`config.mk`:
```
export PLATFORM = sky130hd
export DESIGN_NAME = wb2sci_multi_bridge
export DESIGN_NICKNAME = d
export VERILOG_FILES = /design/src/rtl/wb2sci_multi_bridge.sv
export SDC_FILE = /design/constraint.sdc
export NUM_CORES = 1
export LEC_CHECK = 0
export ABC_CLOCK_PERIOD_IN_PS = 3600
export CORE_MARGIN = 8
export CORE_UTILIZATION = 51
export CTS_BUF_LIST = sky130_fd_sc_hd__clkbuf_16
export DETAILED_ROUTE_END_ITERATION = 6
export PLACE_DENSITY = 0.92
export SYNTH_ARGS = -nofsm -noshare
export SYNTH_HDL_FRONTEND = slang
export SYNTH_SLANG_ARGS = --single-unit
```
`constraint.sdc`:
```
create_clock -name CLK -period 3.6 [get_ports CLK]
set_input_delay 0.9 -clock CLK [delete_from_list [all_inputs] [get_ports CLK]]
set_output_delay 0.9 -clock CLK [all_outputs]
set_load 0.05 [all_outputs]
```
`src/rtl/wb2sci_multi_bridge.sv`:
```
// Wishbone slave to SCI master bridge: decodes layer/neuron/register fields into a
// one-hot active-low chip select and runs read, write or read-modify-write phases.
module wb2sci_multi_bridge #(
  parameter int ADDR_WIDTH        = 32,
  parameter int DATA_WIDTH        = 32,
  parameter int NUM_LAYERS        = 4,
  parameter int NEURONS_PER_LAYER = 16,
  parameter int REG_FIELD         = 8,
  parameter int NEURON_FIELD      = 7,
  parameter int LAYER_FIELD       = 2,
  parameter int SCI_ADDR_WIDTH    = 8,
  parameter int TIMEOUT_CYCLES    = 1024
) (
  input  logic                                    CLK,
  input  logic                                    RST,
  input  logic                                    WB_CYC,
  input  logic                                    WB_STB,
  input  logic                                    WB_WE,
  input  logic [ADDR_WIDTH-1:0]                   WB_ADDR,
  input  logic [DATA_WIDTH-1:0]                   WB_WDATA,
  input  logic [DATA_WIDTH/8-1:0]                 WB_SEL,
  output logic                                    WB_STALL,
  output logic                                    WB_ACK,
  output logic                                    WB_ERR,
  output logic [DATA_WIDTH-1:0]                   WB_RDATA,
  output logic                                    SCI_REQ,
  output logic                                    SCI_WNR,
  output logic [SCI_ADDR_WIDTH-1:0]               SCI_ADDR,
  output logic [NUM_LAYERS*NEURONS_PER_LAYER-1:0] SCI_CSN,
  output logic [DATA_WIDTH-1:0]                   SCI_WDATA,
  input  logic                                    SCI_ACK,
  input  logic [DATA_WIDTH-1:0]                   SCI_RDATA,
  output logic [7:0]                              TIMEOUT_COUNT
);

  localparam int CS_W     = NUM_LAYERS * NEURONS_PER_LAYER;
  localparam int CS_IDX_W = (CS_W > 1) ? $clog2(CS_W) : 1;
  localparam int SEL_W    = DATA_WIDTH / 8;

  typedef enum logic [2:0] {
    S_IDLE,
    S_SCI_RD,
    S_SCI_WR,
    S_RMW_RD,
    S_RMW_WR,
    S_RESP
  } state_t;

  state_t                    state_q, state_d;
  logic                      req_q, req_d;
  logic                      wnr_q, wnr_d;
  logic [SCI_ADDR_WIDTH-1:0] sci_addr_q, sci_addr_d;
  logic [DATA_WIDTH-1:0]     sci_wdata_q, sci_wdata_d;
  logic [CS_W-1:0]           csn_q, csn_d;
  logic [DATA_WIDTH-1:0]     rdata_q, rdata_d;
  logic                      err_q, err_d;
  logic [15:0]               cnt_q, cnt_d;
  logic [7:0]                tocnt_q, tocnt_d;
  logic [SEL_W-1:0]          sel_q, sel_d;
  logic [DATA_WIDTH-1:0]     wdat_q, wdat_d;

  logic [NEURON_FIELD-1:0]   dec_neuron;
  logic [LAYER_FIELD-1:0]    dec_layer;
  logic                      dec_valid;
  logic [CS_IDX_W-1:0]       dec_idx;
  logic [CS_W-1:0]           dec_csn;
  logic [DATA_WIDTH-1:0]     merge;
  logic                      limit_hit;
  logic                      unused_addr;

  assign dec_neuron  = WB_ADDR[REG_FIELD +: NEURON_FIELD];
  assign dec_layer   = WB_ADDR[REG_FIELD+NEURON_FIELD +: LAYER_FIELD];
  assign dec_valid   = (32'(dec_layer) < 32'(NUM_LAYERS)) &&
                       (32'(dec_neuron) < 32'(NEURONS_PER_LAYER));
  assign dec_idx     = CS_IDX_W'(32'(dec_layer) * 32'(NEURONS_PER_LAYER) + 32'(dec_neuron));
  assign unused_addr = ^WB_ADDR;
  // The phase that is running now is its TIMEOUT_CYCLES-th cycle.
  assign limit_hit   = ({1'b0, cnt_q} + 17'd1) >= 17'(TIMEOUT_CYCLES);

  always_comb begin
    dec_csn = '1;
    dec_csn[dec_idx] = 1'b0;
  end

  always_comb begin
    merge = SCI_RDATA;
    for (int b = 0; b < SEL_W; b++) begin
      if (sel_q[b]) merge[8*b +: 8] = wdat_q[8*b +: 8];
    end
  end

  always_comb begin
    state_d     = state_q;
    req_d       = 1'b0;
    wnr_d       = wnr_q;
    sci_addr_d  = sci_addr_q;
    sci_wdata_d = sci_wdata_q;
    csn_d       = csn_q;
    rdata_d     = rdata_q;
    err_d       = err_q;
    cnt_d       = cnt_q;
    tocnt_d     = tocnt_q;
    sel_d       = sel_q;
    wdat_d      = wdat_q;
    case (state_q)
      S_IDLE: begin
        if (WB_CYC && WB_STB) begin
          sel_d  = WB_SEL;
          wdat_d = WB_WDATA;
          err_d  = 1'b0;
          cnt_d  = '0;
          if (!dec_valid) begin
            state_d = S_RESP;
            err_d   = 1'b1;
          end else if (WB_WE && (WB_SEL == '0)) begin
            state_d = S_RESP;
          end else begin
            req_d       = 1'b1;
            csn_d       = dec_csn;
            sci_addr_d  = WB_ADDR[SCI_ADDR_WIDTH-1:0];
            sci_wdata_d = WB_WDATA;
            wnr_d       = WB_WE && (&WB_SEL);
            if (!WB_WE)       state_d = S_SCI_RD;
            else if (&WB_SEL) state_d = S_SCI_WR;
            else              state_d = S_RMW_RD;
          end
        end
      end
      S_SCI_RD, S_SCI_WR, S_RMW_RD, S_RMW_WR: begin
        // An acknowledge on the limit cycle still completes the phase.
        if (SCI_ACK) begin
          if (state_q == S_RMW_RD) begin
            state_d     = S_RMW_WR;
            req_d       = 1'b1;
            wnr_d       = 1'b1;
            sci_wdata_d = merge;
            cnt_d       = '0;
          end else begin
            if (state_q == S_SCI_RD) rdata_d = SCI_RDATA;
            state_d = S_RESP;
            csn_d   = '1;
          end
        end else if (limit_hit) begin
          state_d = S_RESP;
          err_d   = 1'b1;
          csn_d   = '1;
          tocnt_d = (tocnt_q == 8'hFF) ? tocnt_q : tocnt_q + 8'd1;
        end else begin
          cnt_d = cnt_q + 16'd1;
        end
      end
      S_RESP: begin
        state_d = S_IDLE;
      end
      default: begin
        state_d = S_IDLE;
        csn_d   = '1;
      end
    endcase
  end

  always_ff @(posedge CLK) begin
    if (RST) begin
      state_q     <= S_IDLE;
      req_q       <= 1'b0;
      wnr_q       <= 1'b0;
      sci_addr_q  <= '0;
      sci_wdata_q <= '0;
      csn_q       <= '1;
      rdata_q     <= '0;
      err_q       <= 1'b0;
      cnt_q       <= '0;
      tocnt_q     <= '0;
      sel_q       <= '0;
      wdat_q      <= '0;
    end else begin
      state_q     <= state_d;
      req_q       <= req_d;
      wnr_q       <= wnr_d;
      sci_addr_q  <= sci_addr_d;
      sci_wdata_q <= sci_wdata_d;
      csn_q       <= csn_d;
      rdata_q     <= rdata_d;
      err_q       <= err_d;
      cnt_q       <= cnt_d;
      tocnt_q     <= tocnt_d;
      sel_q       <= sel_d;
      wdat_q      <= wdat_d;
    end
  end

  assign WB_STALL      = (state_q != S_IDLE);
  assign WB_ACK        = (state_q == S_RESP) && !err_q && WB_CYC;
  assign WB_ERR        = (state_q == S_RESP) && err_q && WB_CYC;
  assign WB_RDATA      = rdata_q;
  assign SCI_REQ       = req_q;
  assign SCI_WNR       = wnr_q;
  assign SCI_ADDR      = sci_addr_q;
  assign SCI_CSN       = csn_q;
  assign SCI_WDATA     = sci_wdata_q;
  assign TIMEOUT_COUNT = tocnt_q;

endmodule
```
* After elaboration in Yosys (flattened, before gate mapping)
Cells that the tools add are included.
** Word-level totals
- Flip-flop bits (word level) :: 202
- Input bits :: 106
** Operators by class
- $add $sub $neg :: 4
- Magnitude comparators :: 4
- Eq/ne operators :: 17
- Muxes and demuxes :: 50
- Bitwise operators :: 6
- Reductions and logical operators :: 24
** Operators by type and width (count)
- 2-to-1 mux 64 bit :: 6
- one-hot mux 64 bit (3 select lines) :: 1
- 2-to-1 mux 32 bit :: 5
- 2-to-1 mux 16 bit :: 4
- inverter 64 bit :: 1
- one-hot mux 32 bit (2 select lines) :: 1
- 2-to-1 mux 8 bit :: 4
- one-hot mux 16 bit (2 select lines) :: 1
- AND reduction 4 bit :: 6
- adder 16 x 1 -> 17 bit, second input constant :: 1
- >= comparator 17 x 11 -> 1 bit, second input constant :: 1
- 2-to-1 mux 1 bit :: 17
- adder 16 x 1 -> 16 bit, second input constant :: 1
- 2-to-1 mux 3 bit :: 5
- inequality test 2 bit, second input constant :: 7
- inequality test 3 bit, second input constant :: 4
- AND reduction 6 bit :: 2
- adder 8 x 1 -> 8 bit, second input constant :: 1
- equality test 8 bit, second input constant :: 1
- logical AND 1 bit :: 8
- less-than comparator 6 x 7 -> 1 bit, second input constant :: 1
- less-than comparator 7 x 5 -> 1 bit, second input constant :: 1
- adder 6 bit :: 1
- demux 1 bit (select 6 bit) :: 1
- other kinds (15) :: 24

* Longest topological paths before layout
- Depth in word-level cells :: 10
- Depth in mapped cells :: 9

* Worst setup path after synthesis
No wires, ideal clock.
- Kind :: input to output
- Start :: in WB_CYC
- End :: out WB_ACK
- Arrival time :: 2013 ps
- Required time :: 2700 ps
- Path slack :: 687 ps
- Stages on the path :: 2
- Buffers on the path :: 0
- Path through :: nand2_1 nor3_1
** On the way
- Cells in the longest elaborated chain, start to end :: 1
** Ends and longest elaborated chain
- start: declaration :: RTL line 16 : input logic WB_CYC,
- logical AND 1 bit :: RTL line 193 : assign WB_ACK = (state_q == S_RESP) && !err_q && WB_CYC;
- end: declaration :: RTL line 23 : output logic WB_ACK,
Every way passes these cells.

* Final worst setup path
- Start :: reg state_q[2]
- End :: out WB_STALL
** On the way
- Cells in the longest elaborated chain, start to end :: 1
** Ends and longest elaborated chain
- start: declaration :: RTL line 49 : state_t state_q, state_d;
- start signal: assignment :: RTL line 177 : state_q <= state_d;
- nonzero test 3 bit :: RTL line 192 : assign WB_STALL = (state_q != S_IDLE);
- end: declaration :: RTL line 22 : output logic WB_STALL,
Every way passes these cells.

==> impl_results.md <==
* Final-report setup violation count at 0
* Endpoint kind of the worst setup timing path: output pin
* Number of warnings issued by yosys at 0
* Fraction of power consumed by the clock network at 0.372
* Synthesized cell area at 0.008369 mm²
* Launch instance of the worst min-delay path: WB_RDATA[22]
* Initial antenna violation count at 0
* Max-slew headroom at the worst pin at 0.3856
* DP HPWL at 18.16 mm
* Rows at 47
* IR Drop Worst-Case VDD at 437.9 µV
* Largest net degree at the start of global routing at slightly above 80
* Reported net switching power at 0.001672 W
* CP max FO at 12
* Number of resized instances in the post-cts repair step at 0
* Layout Area Growth over Synthesis at 38.15%
* Global-route wire length before repair at 41.57 mm
* Avg Cell Area, Syn at 8.063 µm²
* Sort of element at the start of the critical path: flop
* Setup Buffers After CTS at 0
* Most frequent standard cell in the layout excluding fill and tap cells: clkdlybuf4s50_1
* Internal power at roughly 0.0038 W
* Cts bufs inserted at 22
* Mux contribution to synthesized area at 0.05337
* Effective utilization at floorplan at 0.5138
* Ratio of cells with drive above 1 in the final layout at 0.05560
* Total detailed-routing wirelength at approximately 27 mm
* Data required, critical path at 2700 ps
* Share of flip-flops with an asynchronous set or reset after synthesis at 0
* Setup crit start: state_q[2]
* Maxcap violations at 0
* Die boundary height at 144.1 µm
* Max Fclk at 0.3158 GHz
* Main flop type after synthesis: dfxtp_1
* DRC violations left at 0
* Sequential fraction of design power at 0.433
* Clk pin slew, worst setup/hold paths at roughly 60 ps
* Share of synthesized cell area in and, or, nand and nor gates at 0.2444
* Cell at the root of the clock tree: clkbuf_16
* Final net count at 1355
* Number of enable-type register cells in the synthesized netlist at 0
* Number of storage elements in the synthesis netlist at 202
* Share of power burned in combinational logic at 0.196
* Area share of fa/ha/maj cells after synthesis at 0.004485
* Synth Area in Compound Gates at 0.1706
* # port buffers at roughly 240
* Final ANT Viol Nets at 0
* Final period utilization at 0.8796
* Fin. max-slew vios at 0
* Worst reg2reg startpoint: cnt_q[0]
* Area of the core region at ~0.016 mm²
* Hold depth at 2
* Final setup TNS at 0 ps
* Cts hold-fix bufs at 0
* Final weighted congestion of routability-driven global placement at around 0.84
* Sw Ratio at 0.3053
* Via count of the first global-routing pass at between 8000 and 9000
* TritonCTS clock tree: yes
* Total global routing overflow at 0
* Number of hold violations in the final report at 0
* Final min period at 3167 ps
* I/O pins at 255
* Post-route insts no fill at about 1500
* Synthesized Nets at approximately 1100
* Largest family of logic cells by synthesized area: simple AND/OR/NAND/NOR gates
* Pwr dens at 473.7 mW/mm²
* Diode insertion count for antenna repair at 0
* Filler instances at 1245
* Synthesized instance count at 1038
* Proportion of synthesized chip area in sequential cells at 0.4832
* Data arrival time of the critical path at 2270 ps
* Netlist cell types at 52
* Slew at the pin with the worst max-slew slack at 921.6 ps
* Placement Setup Slack at just over 300 ps
* Die area at 0.02076 mm²
* Final routed wire length divided by cell count at 17.93 µm
* Chip Width at 144.1 µm
* Most frequent cells in the layout: 236 x clkdlybuf4s50_1, 202 x dfxtp_1, 182 x a21oi_1
* Xor and xnor fraction of the mapped netlist area at 0.005232
* Total instance count after detailed placement at 1442
* Utilization of the core after routing at 0.7098
* Clk buf depth at 3
* Leakage power figure at about 4 nW
* Type of the tightest min-delay check: flop to flop
* Worst path setup slack after routing at 433.3 ps
* Number of H-tree branching levels at 1
* Worst r2r path cells at 7
* RSZ-0062 raised after global routing: false
* Clock net sink count at 202
* First-pass iteration count of the detailed router at 5
* Run status: complete, no violations
* Global-route usage over all layers at 0.2478
* Count of routing violations after the opening detailed-route iteration at a little under 700
* Category of the most critical setup path: flop to output pin
* Clk_lat worst skew at approximately 500 ps
* Count of vias placed by the detailed router at 8371
* Setup clock skew after layout at 5.342 ps
* Number of vias per cell at 5.660
## sequential cells by signal, indices dropped and copies added (netlist names)
register	cells
SCI_ADDR	8
SCI_CSN	64
SCI_REQ	1
SCI_WDATA	32
SCI_WNR	1
TIMEOUT_COUNT	8
WB_RDATA	32
cnt_q	16
err_q	1
sel_q	4
state_q	3
wdat_q	32
## worst max-delay path: stages, from the launching register on
cell             delay [ps]
dfxtp_1                 600
nor3_2                  120
inv_2                   190
clkdlybuf4s50_1         860
## cells in the mapped netlist (2+ instances only)
| cell | instances | area share |
|---|---|---|
| mux2_1 | 2 | 0.0027 |
| and2_1 | 5 | 0.0037 |
| o31ai_1 | 9 | 0.0081 |
| clkbuf_1 | 46 | 0.021 |
| nand2_1 | 159 | 0.071 |
| inv_1 | 4 | 0.0018 |
| buf_6 | 2 | 0.0027 |
| a21oi_1 | 182 | 0.11 |
| nand4_1 | 6 | 0.0045 |
| nor2_1 | 150 | 0.067 |
| ha_1 | 3 | 0.0045 |
| a211oi_1 | 35 | 0.031 |
| buf_1 | 4 | 0.0018 |
| buf_2 | 19 | 0.011 |
| nor2b_1 | 5 | 0.0037 |
| o21ai_0 | 2 | 0.0012 |
| xor2_1 | 2 | 0.0021 |
| and4_1 | 3 | 0.0031 |
| or3_1 | 3 | 0.0022 |
| nand3_1 | 16 | 0.0096 |
| xnor2_1 | 3 | 0.0031 |
| nor3_2 | 2 | 0.0024 |
| a22oi_1 | 2 | 0.0018 |
| dfxtp_1 | 202 | 0.48 |
| o21bai_1 | 2 | 0.0018 |
| nor2_2 | 2 | 0.0015 |
| o21ai_1 | 5 | 0.0030 |
| nand2b_1 | 3 | 0.0022 |
| nor3b_1 | 3 | 0.0027 |
| and3_1 | 13 | 0.0097 |
| or4_1 | 12 | 0.011 |
| mux2i_1 | 41 | 0.049 |
| o21a_1 | 2 | 0.0018 |
| nor3_1 | 71 | 0.042 |
## power groups by stage
stage	registers, W	logic, W	clock network (W)
detailed placement	0.00242	0.00106	0
CTS	0.00237	0.00106	0.00206
global placement	0.00241	0.00104	0
finish	0.00237	0.00107	0.00204
global route	0.00238	0.00115	0.00215
floorplan	0.00252	0.000564	0
## worst paths after layout
| kind | end | slack, ps |
|---|---|---|
| max | WB_STALL | 430 |
| min | WB_RDATA[22] | 450 |
| max reg2reg | cnt_q[6] | 1060 |
| min reg2reg | WB_RDATA[22] | 450 |
## per-stage QoR
step                cell area (µm²)  power [W]  hold WS [ps]
detailed placement            10920   0.003472         446.1
global route                  11560   0.005680         471.8
finish                        11560   0.005477         452.6
global placement              10920   0.003450         441.2
floorplan                      8369   0.003081         436.0
CTS                           11560   0.005489         453.9
## final cells by class
| class | instances | area [µm²] | share of cell area |
|---|---|---|---|
| Timing Repair Buffer | 255 | 2546 | 0.2202 |
| Clock buffer | 23 | 575.6 | 0.04978 |
| Multi-Input combinational cell | 760 | 4039 | 0.3493 |
| Tap cell | 220 | 275.3 | 0.02381 |
| Inverter | 5 | 18.77 | 0.001623 |
| Sequential cell | 202 | 4044 | 0.3497 |
| Clock inverter | 14 | 63.81 | 0.005519 |
## cells by family after synthesis
logic type                 count (synthesis)
AOI/OAI and AO/OA                        249
xor gates and xnor gates                   5
adders and majority gates                  3
buffers and inverters                     76
DFF                                      202
muxes                                     44
and+or+nand+nor                          459
## metal layers
layer	track usage	part of all wire	vias up
met1	0.2742	0.37	3925
met4	0.09020	0.031	0
met2	0.4293	0.49	360
met3	0.08848	0.11	64
li1	-	-	4022
met5	0	0	-
(Power assumes the default switching activity.)
